--- src/rtl/acc_result_reader_pkg.sv ---
// acc_pkg: shared constants for the accelerator result readback block.
//   - register word addresses on the Avalon slave port
//   - bit positions inside STATUS, DATA and RESULT read words
//   - writedata bit that requests a flush
package acc_pkg;

  localparam logic [2:0] ADDR_STATUS = 3'd0;
  localparam logic [2:0] ADDR_DATA   = 3'd1;
  localparam logic [2:0] ADDR_RESULT = 3'd2;

  localparam int unsigned ST_EMPTY_BIT     = 8;
  localparam int unsigned ST_FULL_BIT      = 9;
  localparam int unsigned ST_DONE_BIT      = 10;
  localparam int unsigned ST_UNDERFLOW_BIT = 11;

  localparam int unsigned DATA_VALID_BIT   = 8;
  localparam int unsigned RES_MAX_LSB      = 8;
  localparam int unsigned RES_VALID_BIT    = 16;

  localparam int unsigned FLUSH_BIT        = 0;

endpackage

--- src/rtl/acc_result_reader_if.sv ---
// acc_result_reader_if: result stream from the dense layer plus the Avalon-MM
// slave register port used by the HPS.
//   stream : in_valid, in_data[DW-1:0], in_last (master -> slave), in_ready (slave -> master)
//   avalon : chipselect, read, write, address[2:0], writedata[31:0] (master -> slave),
//            readdata[31:0] (slave -> master)
interface acc_result_reader_if #(
  parameter int unsigned DW = 8
);

  logic          in_valid;
  logic [DW-1:0] in_data;
  logic          in_last;
  logic          in_ready;

  logic          chipselect;
  logic          read;
  logic          write;
  logic [2:0]    address;
  logic [31:0]   writedata;
  logic [31:0]   readdata;

  modport master (
    output in_valid, in_data, in_last,
    output chipselect, read, write, address, writedata,
    input  in_ready, readdata
  );

  modport slave (
    input  in_valid, in_data, in_last,
    input  chipselect, read, write, address, writedata,
    output in_ready, readdata
  );

endinterface

--- src/rtl/acc_result_reader_result_fifo.sv ---
// result_fifo: synchronous FIFO of DEPTH (power of two) entries, DW bits wide.
//   clk, reset (async active-low), flush (sync clear, dominates push/pop),
//   push/wr_data, pop, rd_data (head, combinational), count (0..DEPTH), full, empty.
// Push is ignored when full and pop when empty, so callers may drive raw strobes.
module result_fifo #(
  parameter int unsigned DEPTH = 16,
  parameter int unsigned DW    = 8,
  localparam int unsigned AW   = (DEPTH > 1) ? $clog2(DEPTH) : 1
) (
  input  logic          clk,
  input  logic          reset,
  input  logic          flush,
  input  logic          push,
  input  logic [DW-1:0] wr_data,
  input  logic          pop,
  output logic [DW-1:0] rd_data,
  output logic [AW:0]   count,
  output logic          full,
  output logic          empty
);

  localparam logic [AW:0] DEPTH_C = (AW + 1)'(DEPTH);

  logic [DW-1:0] mem [DEPTH];
  logic [AW-1:0] wr_ptr;
  logic [AW-1:0] rd_ptr;
  logic          push_ok;
  logic          pop_ok;

  assign full    = (count == DEPTH_C);
  assign empty   = (count == '0);
  assign push_ok = push && !full && !flush;
  assign pop_ok  = pop && !empty && !flush;
  assign rd_data = mem[rd_ptr];

  // Storage carries no reset; only pointers and count define its contents.
  always_ff @(posedge clk) begin
    if (push_ok) mem[wr_ptr] <= wr_data;
  end

  // Pointers wrap naturally because DEPTH is a power of two.
  always_ff @(posedge clk or negedge reset) begin
    if (!reset) begin
      wr_ptr <= '0;
      rd_ptr <= '0;
      count  <= '0;
    end else if (flush) begin
      wr_ptr <= '0;
      rd_ptr <= '0;
      count  <= '0;
    end else begin
      if (push_ok) wr_ptr <= wr_ptr + 1'b1;
      if (pop_ok)  rd_ptr <= rd_ptr + 1'b1;
      case ({push_ok, pop_ok})
        2'b10:   count <= count + 1'b1;
        2'b01:   count <= count - 1'b1;
        default: count <= count;
      endcase
    end
  end

endmodule

--- src/rtl/acc_result_reader.sv ---
// acc_result_reader: buffers signed result elements from the dense layer,
// tracks the per-frame argmax and serves both to the HPS over Avalon-MM.
//   clk    : system clock
//   reset  : asynchronous active-low reset
//   bus    : stream input + Avalon slave (acc_result_reader_if.slave)
//   done   : sticky frame-complete flag, cleared by flush or reset
// Register map: 0 STATUS, 1 DATA (pops head), 2 RESULT, 3-7 read as zero.
// DW is expected to be at most 8 so that fields line up with the register map.
module acc_result_reader
  import acc_pkg::*;
#(
  parameter int unsigned DEPTH = 16,
  parameter int unsigned DW    = 8
) (
  input  logic                 clk,
  input  logic                 reset,
  acc_result_reader_if.slave   bus,
  output logic                 done
);

  localparam int unsigned AW = (DEPTH > 1) ? $clog2(DEPTH) : 1;
  localparam logic [DW-1:0] MIN_VAL = {1'b1, {(DW-1){1'b0}}};

  logic          rd_strobe;
  logic          wr_strobe;
  logic          flush;
  logic          push_acc;
  logic          pop;
  logic [DW-1:0] head;
  logic [AW:0]   count;
  logic          full;
  logic          empty;
  logic [7:0]    count8;

  logic [31:0]   readdata_q;
  logic [31:0]   rd_mux;
  logic          underflow;

  logic [DW-1:0] run_max;
  logic [7:0]    best_idx;
  logic [7:0]    idx_cnt;
  logic [DW-1:0] res_max;
  logic [7:0]    res_idx;
  logic          res_valid;

  logic          gt;
  logic [DW-1:0] new_max;
  logic [7:0]    new_best;

  assign rd_strobe = bus.chipselect && bus.read;
  assign wr_strobe = bus.chipselect && bus.write;
  assign flush     = wr_strobe && (bus.address == ADDR_STATUS) && bus.writedata[FLUSH_BIT];
  assign bus.in_ready = !full;
  // Flush dominates a coincident push: the element and its in_last are dropped.
  assign push_acc  = bus.in_valid && !full && !flush;
  assign pop       = rd_strobe && (bus.address == ADDR_DATA) && !empty;
  assign count8    = 8'(count);
  assign bus.readdata = readdata_q;

  result_fifo #(.DEPTH(DEPTH), .DW(DW)) u_fifo (
    .clk     (clk),
    .reset   (reset),
    .flush   (flush),
    .push    (push_acc),
    .wr_data (bus.in_data),
    .pop     (pop),
    .rd_data (head),
    .count   (count),
    .full    (full),
    .empty   (empty)
  );

  // Strictly-greater compare keeps the first maximum on ties.
  always_comb begin
    gt       = $signed(bus.in_data) > $signed(run_max);
    new_max  = gt ? bus.in_data : run_max;
    new_best = gt ? idx_cnt : best_idx;
  end

  always_comb begin
    rd_mux = '0;
    case (bus.address)
      ADDR_STATUS: begin
        rd_mux[7:0]              = count8;
        rd_mux[ST_EMPTY_BIT]     = empty;
        rd_mux[ST_FULL_BIT]      = full;
        rd_mux[ST_DONE_BIT]      = done;
        rd_mux[ST_UNDERFLOW_BIT] = underflow;
      end
      ADDR_DATA: begin
        if (!empty) begin
          rd_mux[DW-1:0]         = head;
          rd_mux[DATA_VALID_BIT] = 1'b1;
        end
      end
      ADDR_RESULT: begin
        rd_mux[7:0]                = res_idx;
        rd_mux[RES_MAX_LSB +: DW]  = res_max;
        rd_mux[RES_VALID_BIT]      = res_valid;
      end
      default: rd_mux = '0;
    endcase
  end

  always_ff @(posedge clk or negedge reset) begin
    if (!reset) begin
      readdata_q <= '0;
      done       <= 1'b0;
      underflow  <= 1'b0;
      run_max    <= MIN_VAL;
      best_idx   <= '0;
      idx_cnt    <= '0;
      res_max    <= '0;
      res_idx    <= '0;
      res_valid  <= 1'b0;
    end else begin
      // readdata samples pre-write state, so a same-cycle flush is not visible.
      if (rd_strobe) readdata_q <= rd_mux;

      if (flush) begin
        done      <= 1'b0;
        underflow <= 1'b0;
        run_max   <= MIN_VAL;
        best_idx  <= '0;
        idx_cnt   <= '0;
        res_max   <= '0;
        res_idx   <= '0;
        res_valid <= 1'b0;
      end else begin
        if (rd_strobe && (bus.address == ADDR_DATA) && empty) underflow <= 1'b1;

        if (push_acc) begin
          if (bus.in_last) begin
            res_max   <= new_max;
            res_idx   <= new_best;
            res_valid <= 1'b1;
            done      <= 1'b1;
            run_max   <= MIN_VAL;
            best_idx  <= '0;
            idx_cnt   <= '0;
          end else begin
            run_max   <= new_max;
            best_idx  <= new_best;
            idx_cnt   <= (idx_cnt == 8'hFF) ? idx_cnt : idx_cnt + 8'd1;
          end
        end
      end
    end
  end

endmodule

--- src/flat_wrapper.sv ---
// flat-port wrapper written by rule: the top's interface ports become plain ports
module acc_result_reader_flat import acc_pkg::*;
#(
  parameter int unsigned DEPTH = 16,
  parameter int unsigned DW    = 8
)
  (clk, reset, done, bus_in_valid, bus_in_data, bus_in_last, bus_chipselect, bus_read, bus_write, bus_address, bus_writedata, bus_in_ready, bus_readdata);
  acc_result_reader_if #(.DW(DW)) bus_i ();
  input  logic clk;
  input  logic reset;
  output logic done;
  input wire logic [$bits(bus_i.in_valid)-1:0] bus_in_valid;
  input wire logic [$bits(bus_i.in_data)-1:0] bus_in_data;
  input wire logic [$bits(bus_i.in_last)-1:0] bus_in_last;
  input wire logic [$bits(bus_i.chipselect)-1:0] bus_chipselect;
  input wire logic [$bits(bus_i.read)-1:0] bus_read;
  input wire logic [$bits(bus_i.write)-1:0] bus_write;
  input wire logic [$bits(bus_i.address)-1:0] bus_address;
  input wire logic [$bits(bus_i.writedata)-1:0] bus_writedata;
  output wire logic [$bits(bus_i.in_ready)-1:0] bus_in_ready;
  output wire logic [$bits(bus_i.readdata)-1:0] bus_readdata;
  assign bus_i.in_valid = bus_in_valid;
  assign bus_i.in_data = bus_in_data;
  assign bus_i.in_last = bus_in_last;
  assign bus_i.chipselect = bus_chipselect;
  assign bus_i.read = bus_read;
  assign bus_i.write = bus_write;
  assign bus_i.address = bus_address;
  assign bus_i.writedata = bus_writedata;
  assign bus_in_ready = bus_i.in_ready;
  assign bus_readdata = bus_i.readdata;
  acc_result_reader #(.DEPTH(DEPTH), .DW(DW)) u_core (.clk(clk), .reset(reset), .bus(bus_i), .done(done));
endmodule
--- config.mk ---
export PLATFORM = sky130hd
export DESIGN_NAME = acc_result_reader_flat
export DESIGN_NICKNAME = d
export VERILOG_FILES = /design/src/rtl/acc_result_reader_pkg.sv /design/src/rtl/acc_result_reader_if.sv /design/src/rtl/acc_result_reader_result_fifo.sv /design/src/rtl/acc_result_reader.sv /design/src/flat_wrapper.sv
export SDC_FILE = /design/constraint.sdc
export NUM_CORES = 1
export LEC_CHECK = 0
export CAP_MARGIN = 20
export CORE_MARGIN = 2
export CORE_UTILIZATION = 45
export DETAILED_ROUTE_END_ITERATION = 10
export PLACE_DENSITY = 0.62
export SYNTH_ARGS = -nofsm -noshare
export SYNTH_HDL_FRONTEND = slang
export SYNTH_SLANG_ARGS = --single-unit
--- constraint.sdc ---
create_clock -name clk -period 7 [get_ports clk]
set_input_delay 2.1 -clock clk [delete_from_list [all_inputs] [get_ports clk]]
set_output_delay 2.1 -clock clk [all_outputs]
set_load 0.02 [all_outputs]
==> run_results.csv, run 1 <==
group,metric,value,unit
finish,mostFrequentLayoutCells,"edfxtp_1, nand2_1, dfrtp_1, nor2_1, clkdlybuf4s50_1",
synthesis,synth.area.top_cells,"edfxtp_1, dfrtp_1, mux4_2",
power_and_ir_drop,clock_power_share,28.1,%
grt,grt_pass1_vias,5905,
cts,numCtsBuffers,17,
finish,num_antenna_cells,0,
synthesis,synth_compound_area_share,9.03,%
placed_design,hpwlAfterDp,13.3,mm
drt,drt_iter0_drc,530,
setup_path,worstPathArrival,5.40,ns
sta,relSlewSlack,38.3,%
synthesis,synth-edff-count,128,
sta,clock-skew-final,0.00866,ns
power_and_ir_drop,powerDensity,328,mW/mm²
synthesis,yosys.area_share.xor_xnor,0.944,%
setup_path,cp_cell_sequence,"clkdlybuf4s50_1, nor3_4, nand4_1, buf_4, nand2_1, ha_1, xor2_1, ha_1, a211o_1, a21oi_1, a221oi_1, or3_1, a21oi_1",
sta,rsz0062_at_grt,"false",
cts,clockBufferDepth,2,
setup_path,cp_slowest_stage_delay,0.53,ns
grt,grt_pass1_wl,32.9,mm
placed_design,dp_worst_setup_slack,1.55,ns
setup_path,start_kind,"primary input",
finish,layoutNonFillerInstCount,1036,
outcome,status,"finished clean",
cts,clk_pin_slew,0.07,ns
grt,antenna_found_initial,0,
drt,firstDrtPassIters,6,
synthesis,synth_top_family_by_area,"simple AND/OR/NAND/NOR gates",
synthesis,ys_seq_area_share,60.8,%
sta,finalSetupTns,0,ns
hold_path,min_path_cells,2,
sta,tightest_slew,0.925,ns
synthesis,dominantRegCellSynth,"edfxtp_1",
floorplan,io_pins,84,
sta,final_hold_viol_count,0,
cts,cts_sinks,200,
placed_design,io_buffer_count,37,
cts,post_cts.repair.setup_buffers,0,
synthesis,yosys.area.top_type_share,41.4,%
power_and_ir_drop,pwr-share-comb,27.0,%
sta,whs,0.473,ns
setup_path,path_class,"in2reg",
finish,final_common_cell,"edfxtp_1",
finish,areaGrowthSynthToFinish,13.3,%
power_and_ir_drop,p_switching,0.00113,W
placed_design,dp_cells,1002,
drt,vias,6088,
floorplan,dieArea,0.0218,mm²
synthesis,syn_area,0.00928,mm²
hold_path,hold_path_class,"reg2reg",
setup_path,critPathMaxFanout,10,
synthesis,ys_ff_latch,200,
synthesis,synth_cell_types,59,
synthesis,synthArstFlopShare,36.0,%
finish,drive_gt1_share,13.1,%
finish,utilization,52.0,%
floorplan,fp.dieW,148,µm
cts,cts_hold_buf,0,
sta,setup_viol,0,
power_and_ir_drop,vdd_ir_drop_max,0.152,mV
sta,report.final.slew_viol_count,0,
power_and_ir_drop,p_leak,3.73,nW
sta,layout_setup_ws,1.96,ns
synthesis,synthSimpleGateAreaFrac,13.2,%
drt,avgViaCountPerCell,5.88,
synthesis,yosysWarnings,0,
synthesis,syn_inst,728,
setup_path,cp-end-kind,"flip-flop",
cts,worstSkewPairLatency,0.43,ns
cts,cts_tree,"done",
power_and_ir_drop,p_int,0.00232,W
cts,cts_resized,0,
sta,finalCriticalPeriod,5.04,ns
power_and_ir_drop,sw_frac_of_total,32.7,%
grt,grt_usage,19.8,%
synthesis,yosys-mux-area-fraction,9.17,%
flow_run,maxCapViolCount,0,
drt,drcViolationCount,0,
drt,drt_wl_total,21.0,mm
grt,gr-total-overflow,0,
synthesis,post_synth.cell_area_avg,12.7,µm²
cts,cts-root-buf,"clkbuf_16",
floorplan,design.core.area,0.0202,mm²
grt,grt_max_degree,73,
drt,wl_per_cell,20.2,µm
setup_path,critPathSlowestCell,"clkdlybuf4s50_1",
finish,fin_nets,822,
cts,h-tree-depth,4,
setup_path,reg2reg_depth,12,
sta,finalCritPeriodShare,72.0,%
synthesis,synthDominantAreaCellType,"edfxtp_1",
floorplan,core.rowCount,52,
drt,drt.antenna.violating_nets,0,
setup_path,cp.required,7.36,ns
floorplan,initial_core_util,45.9,%
sta,max_freq,0.198,GHz
placed_design,place_congestion,0.798,
power_and_ir_drop,p_seq_share,45.0,%
synthesis,synth-adder-area-share,2.43,%
floorplan,dieHeight,148,µm
-- cell families after synthesis --
family | Yosys count
other | 1
AOI/OAI and AO/OA | 123
and+or+nand+nor | 244
xor gates and xnor gates | 10
DFF | 200
muxes | 45
adders and majority gates | 18
buffers and inverters | 87
-- critical path: cells and delay by family --
kind / cells / cell delay [ns]
AO/OA/AOI/OAI: 4 / 0.64
XOR/XNOR: 1 / 0.12
adder cells (fa/ha/maj): 2 / 0.63
buffers and inverters: 2 / 0.73
AND/OR/NAND/NOR: 4 / 1.17
-- cell usage after synthesis (7+ instances only) --
cell        n
nor2b_1    11
a211oi_1    8
buf_4      16
edfxtp_1  128
o21ai_0    20
clkbuf_1   32
a211o_1     8
inv_1      18
mux4_2     32
ha_1       18
and2_1      8
a31oi_1    16
nor2_1     39
a221oi_1    7
nand3_1    29
o211ai_1   21
buf_2      14
nand4_1    21
dfrtp_1    71
nand2_1    87
a21oi_1    21
mux2i_1    13
nor3b_1    17
-- metrics by stage --
step	total power [W]	instance area (µm²)
2_1_floorplan	0.00220	9330
3_3_place_gp	0.00245	9870
3_5_place_dp	0.00249	9870
4_1_cts	0.00344	10500
5_1_grt	0.00361	10500
6_report	0.00345	10500
-- final timing paths --
| check | startpoint | endpoint | slack (ns) |
|---|---|---|---|
| max | bus_address[0] | u_core.u_fifo.count[4] | 1.96 |
| min | u_core.bus.readdata[15] | u_core.bus.readdata[15] | 0.47 |
| max reg2reg | u_core.u_fifo.count[1] | u_core.u_fifo.count[4] | 3.57 |
| min reg2reg | u_core.bus.readdata[15] | u_core.bus.readdata[15] | 0.47 |
| max in group asynchronous | reset | u_core.u_fifo.rd_ptr[0] | 4.46 |
| min in group asynchronous | reset | u_core.u_fifo.count[4] | 1.86 |
-- area by class of cell --
class / instances / area [µm²]
Clock buffer: 17 / 425
Clock inverter: 14 / 159
Fill cell: 1695 / 9720
Inverter: 19 / 71.3
Multi-Input combinational cell: 455 / 3290
Sequential cell: 200 / 5650
Tap cell: 270 / 338
Timing Repair Buffer: 61 / 586
-- power groups by stage --
stage	sequential, W	clock (W)	combinational [W]
6_report	0.00155	0.000967	0.000930
5_1_grt	0.00157	0.00102	0.00102
4_1_cts	0.00155	0.000977	0.000918
3_5_place_dp	0.00157	0	0.000915
3_3_place_gp	0.00156	0	0.000888
2_1_floorplan	0.00152	0	0.000676
-- per-layer routing --
metal  vias to the layer above  share of wire, %  GRT usage, %
met2                       184                47          30.7
met4                         0               2.3          6.39
met3                        28               4.7          4.01
li1                       2757                 -             -
met1                      3119                46          28.4
met5                         -                 0             0
-- state kept, by name, summed over array words and instances (netlist names) --
register,cells
u_core.u_fifo.wr_ptr,4
u_core.bus.readdata,17
u_core.u_fifo.mem,128
u_core.u_fifo.count,5
u_core.res_max,8
u_core.best_idx,8
u_core.idx_cnt,8
u_core.done,1
u_core.u_fifo.rd_ptr,4
u_core.run_max,8
u_core.underflow,1
u_core.res_idx,8
No activity file was read; power rests on OpenSTA's default activity.
==> run 2: changes to the inputs <==
--- a/config.mk
+++ b/config.mk
@@ -9,7 +9,7 @@
 export CORE_MARGIN = 2
 export CORE_UTILIZATION = 45
 export DETAILED_ROUTE_END_ITERATION = 10
-export PLACE_DENSITY = 0.62
+export PLACE_DENSITY = 0.64
 export SYNTH_ARGS = -nofsm -noshare
 export SYNTH_HDL_FRONTEND = slang
 export SYNTH_SLANG_ARGS = --single-unit
==> constraint.sdc (replaced) <==
create_clock -name clk -period 4.6 [get_ports clk]
set_input_delay 1.38 -clock clk [delete_from_list [all_inputs] [get_ports clk]]
set_output_delay 1.38 -clock clk [all_outputs]
set_load 0.02 [all_outputs]
==> run_results.csv, run 2 (same netlist as run 1, synthesis figures left out) <==
group,metric,value,unit
sta,finalCritPeriodShare,86.1,%
cts,worstSkewPairLatency,0.45,ns
hold_path,whs_endpoint,"u_core.bus.readdata[12]",
hold_path,min_path_cells,2,
drt,firstDrtPassIters,6,
grt,antenna_found_initial,0,
sta,rsz0062_at_grt,"false",
floorplan,design.core.area,0.0202,mm²
cts,cts_sinks,200,
hold_path,hold_path_class,"reg2reg",
placed_design,io_buffer_count,37,
drt,drt.antenna.violating_nets,0,
drt,drcViolationCount,0,
floorplan,initial_core_util,45.9,%
sta,max_freq,0.252,GHz
finish,drive_gt1_share,14.6,%
placed_design,hpwlAfterDp,14.7,mm
setup_path,reg2reg_depth,13,
setup_path,critPathMaxFanout,8,
finish,mostFrequentLayoutCells,"edfxtp_1, nand2_1, dfrtp_1, nor2_1, buf_4",
cts,cts_hold_buf,0,
setup_path,worstPathArrival,4.32,ns
drt,vias,6116,
finish,register_area,0.00565,mm²
placed_design,place_area,0.00998,mm²
power_and_ir_drop,vdd_ir_drop_max,0.283,mV
setup_path,rrSetupSlack,1.25,ns
setup_path,cp-end-kind,"flip-flop",
finish,final_common_cell,"edfxtp_1",
placed_design,place_congestion,0.836,
hold_path,hold_path_startpoint,"u_core.bus.readdata[12]",
finish,num_antenna_cells,0,
sta,setup_viol,0,
finish,fillCellCount,1689,
cts,h-tree-depth,4,
drt,wl_per_cell,20.5,µm
finish,largest_reg_flops,128,
cts,cts-root-buf,"clkbuf_16",
grt,grt_pass1_wl,34.3,mm
drt,drt_iter0_drc,691,
sta,report.final.slew_viol_count,0,
floorplan,core.rowCount,52,
finish,multi_input_area,0.00329,mm²
setup_path,reg2reg_from,"u_core.u_fifo.count[1]",
floorplan,dieArea,0.0218,mm²
floorplan,fp.dieW,148,µm
finish,fin_nets,835,
setup_path,start_kind,"primary input",
sta,final_hold_viol_count,0,
sta,tightest_slew,1.08,ns
grt,grt_max_degree,40,
setup_path,path_class,"in2reg",
sta,clock-skew-final,0.0166,ns
flow_run,maxCapViolCount,0,
drt,drt_wl_total,21.6,mm
finish,regMostFlops,"u_core.u_fifo.mem",
setup_path,worstReg2RegEnd,"u_core.u_fifo.count[4]",
cts,cts_tree,"done",
sta,relSlewSlack,28.1,%
power_and_ir_drop,p_leak,3.80,nW
power_and_ir_drop,powerDensity,503,mW/mm²
sta,finalCriticalPeriod,3.96,ns
grt,grt_pass1_vias,6077,
cts,post_cts.repair.setup_buffers,0,
finish,final_area,0.0106,mm²
floorplan,io_pins,84,
floorplan,dieHeight,148,µm
cts,cts_resized,0,
sta,finalSetupTns,0,ns
finish,areaGrowthSynthToFinish,14.3,%
setup_path,cp.required,4.96,ns
cts,clockBufferDepth,2,
outcome,status,"finished clean",
grt,gr-total-overflow,0,
drt,avgViaCountPerCell,5.82,
cts,numCtsBuffers,17,
cts,clk_pin_slew,0.07,ns
grt,grt_usage,20.8,%
==> run 2: cell count changes in the layout (fill, tap and decap cells not counted), sizes merged <==
cell,change
clkinvlp,-1
clkinv,-2
buf,+13
bufinv,+1
inv,+3
==> run 2: how the worst max path moves through the flow <==
stage | start | endpoint | slack [ns] | cells past startpoint
after floorplan | bus_address[2] | u_core.u_fifo.count[4] | 0.87 | 12
after global placement | bus_address[0] | u_core.u_fifo.count[4] | 0.32 | 13
after detailed placement | bus_address[0] | u_core.u_fifo.count[4] | 0.21 | 13
after CTS | bus_address[0] | u_core.u_fifo.count[4] | 0.66 | 13
after global routing | bus_address[0] | u_core.u_fifo.count[4] | 0.43 | 13
final | bus_address[0] | u_core.u_fifo.count[4] | 0.64 | 13
==> run 2: stage by stage <==
| step | hold WS, ns | std cells | total power, W | util, % | setup slack, ns |
|---|---|---|---|---|---|
| 5_1_grt | 0.502 | 1050 | 0.00557 | 52.4 | 0.432 |
| 4_1_cts | 0.475 | 1049 | 0.00535 | 52.4 | 0.657 |
| 6_report | 0.473 | 1050 | 0.00533 | 52.4 | 0.639 |
| 3_3_place_gp | 0.457 | 1017 | 0.00376 | 49.3 | 0.316 |
| 3_5_place_dp | 0.460 | 1017 | 0.00381 | 49.3 | 0.213 |
| 2_1_floorplan | 0.462 | 742 | 0.00334 | - | 0.868 |
==> run 2: cell type report <==
class                           instances  area share (%)
Clock buffer                           17            4.01
Clock inverter                         15            1.85
Inverter                               19           0.672
Multi-Input combinational cell        455            31.0
Sequential cell                       200            53.2
Tap cell                              270            3.18
Timing Repair Buffer                   74            6.06
==> run 2: metal layers <==
| metal | global-route usage, % | routed length [µm] | up-vias |
|---|---|---|---|
| li1 | - | - | 2784 |
| met1 | 28.3 | 9150 | 3083 |
| met2 | 34.1 | 10700 | 223 |
| met3 | 3.77 | 1310 | 26 |
| met4 | 6.63 | 408 | 0 |
| met5 | 0 | 0 | - |
==> run 2: where the power goes <==
group	internal, W	switching, W	total [W]
logic	0.000599	0.000712	0.00131
registers	0.00216	0.000301	0.00247
clock network	0.000835	0.000722	0.00156
total	0.00360	0.00173	0.00533
==> run 2: worst max-delay path, cell delays in order <==
cell             delay (ns)
clkdlybuf4s50_1        0.47
or3b_1                 0.40
nor2_2                 0.12
nand2_1                0.14
inv_2                  0.15
ha_1                   0.34
xor2_1                 0.20
ha_1                   0.21
nor2_1                 0.06
o32ai_1                0.24
a221oi_1               0.15
or3_1                  0.33
a21oi_1                0.14
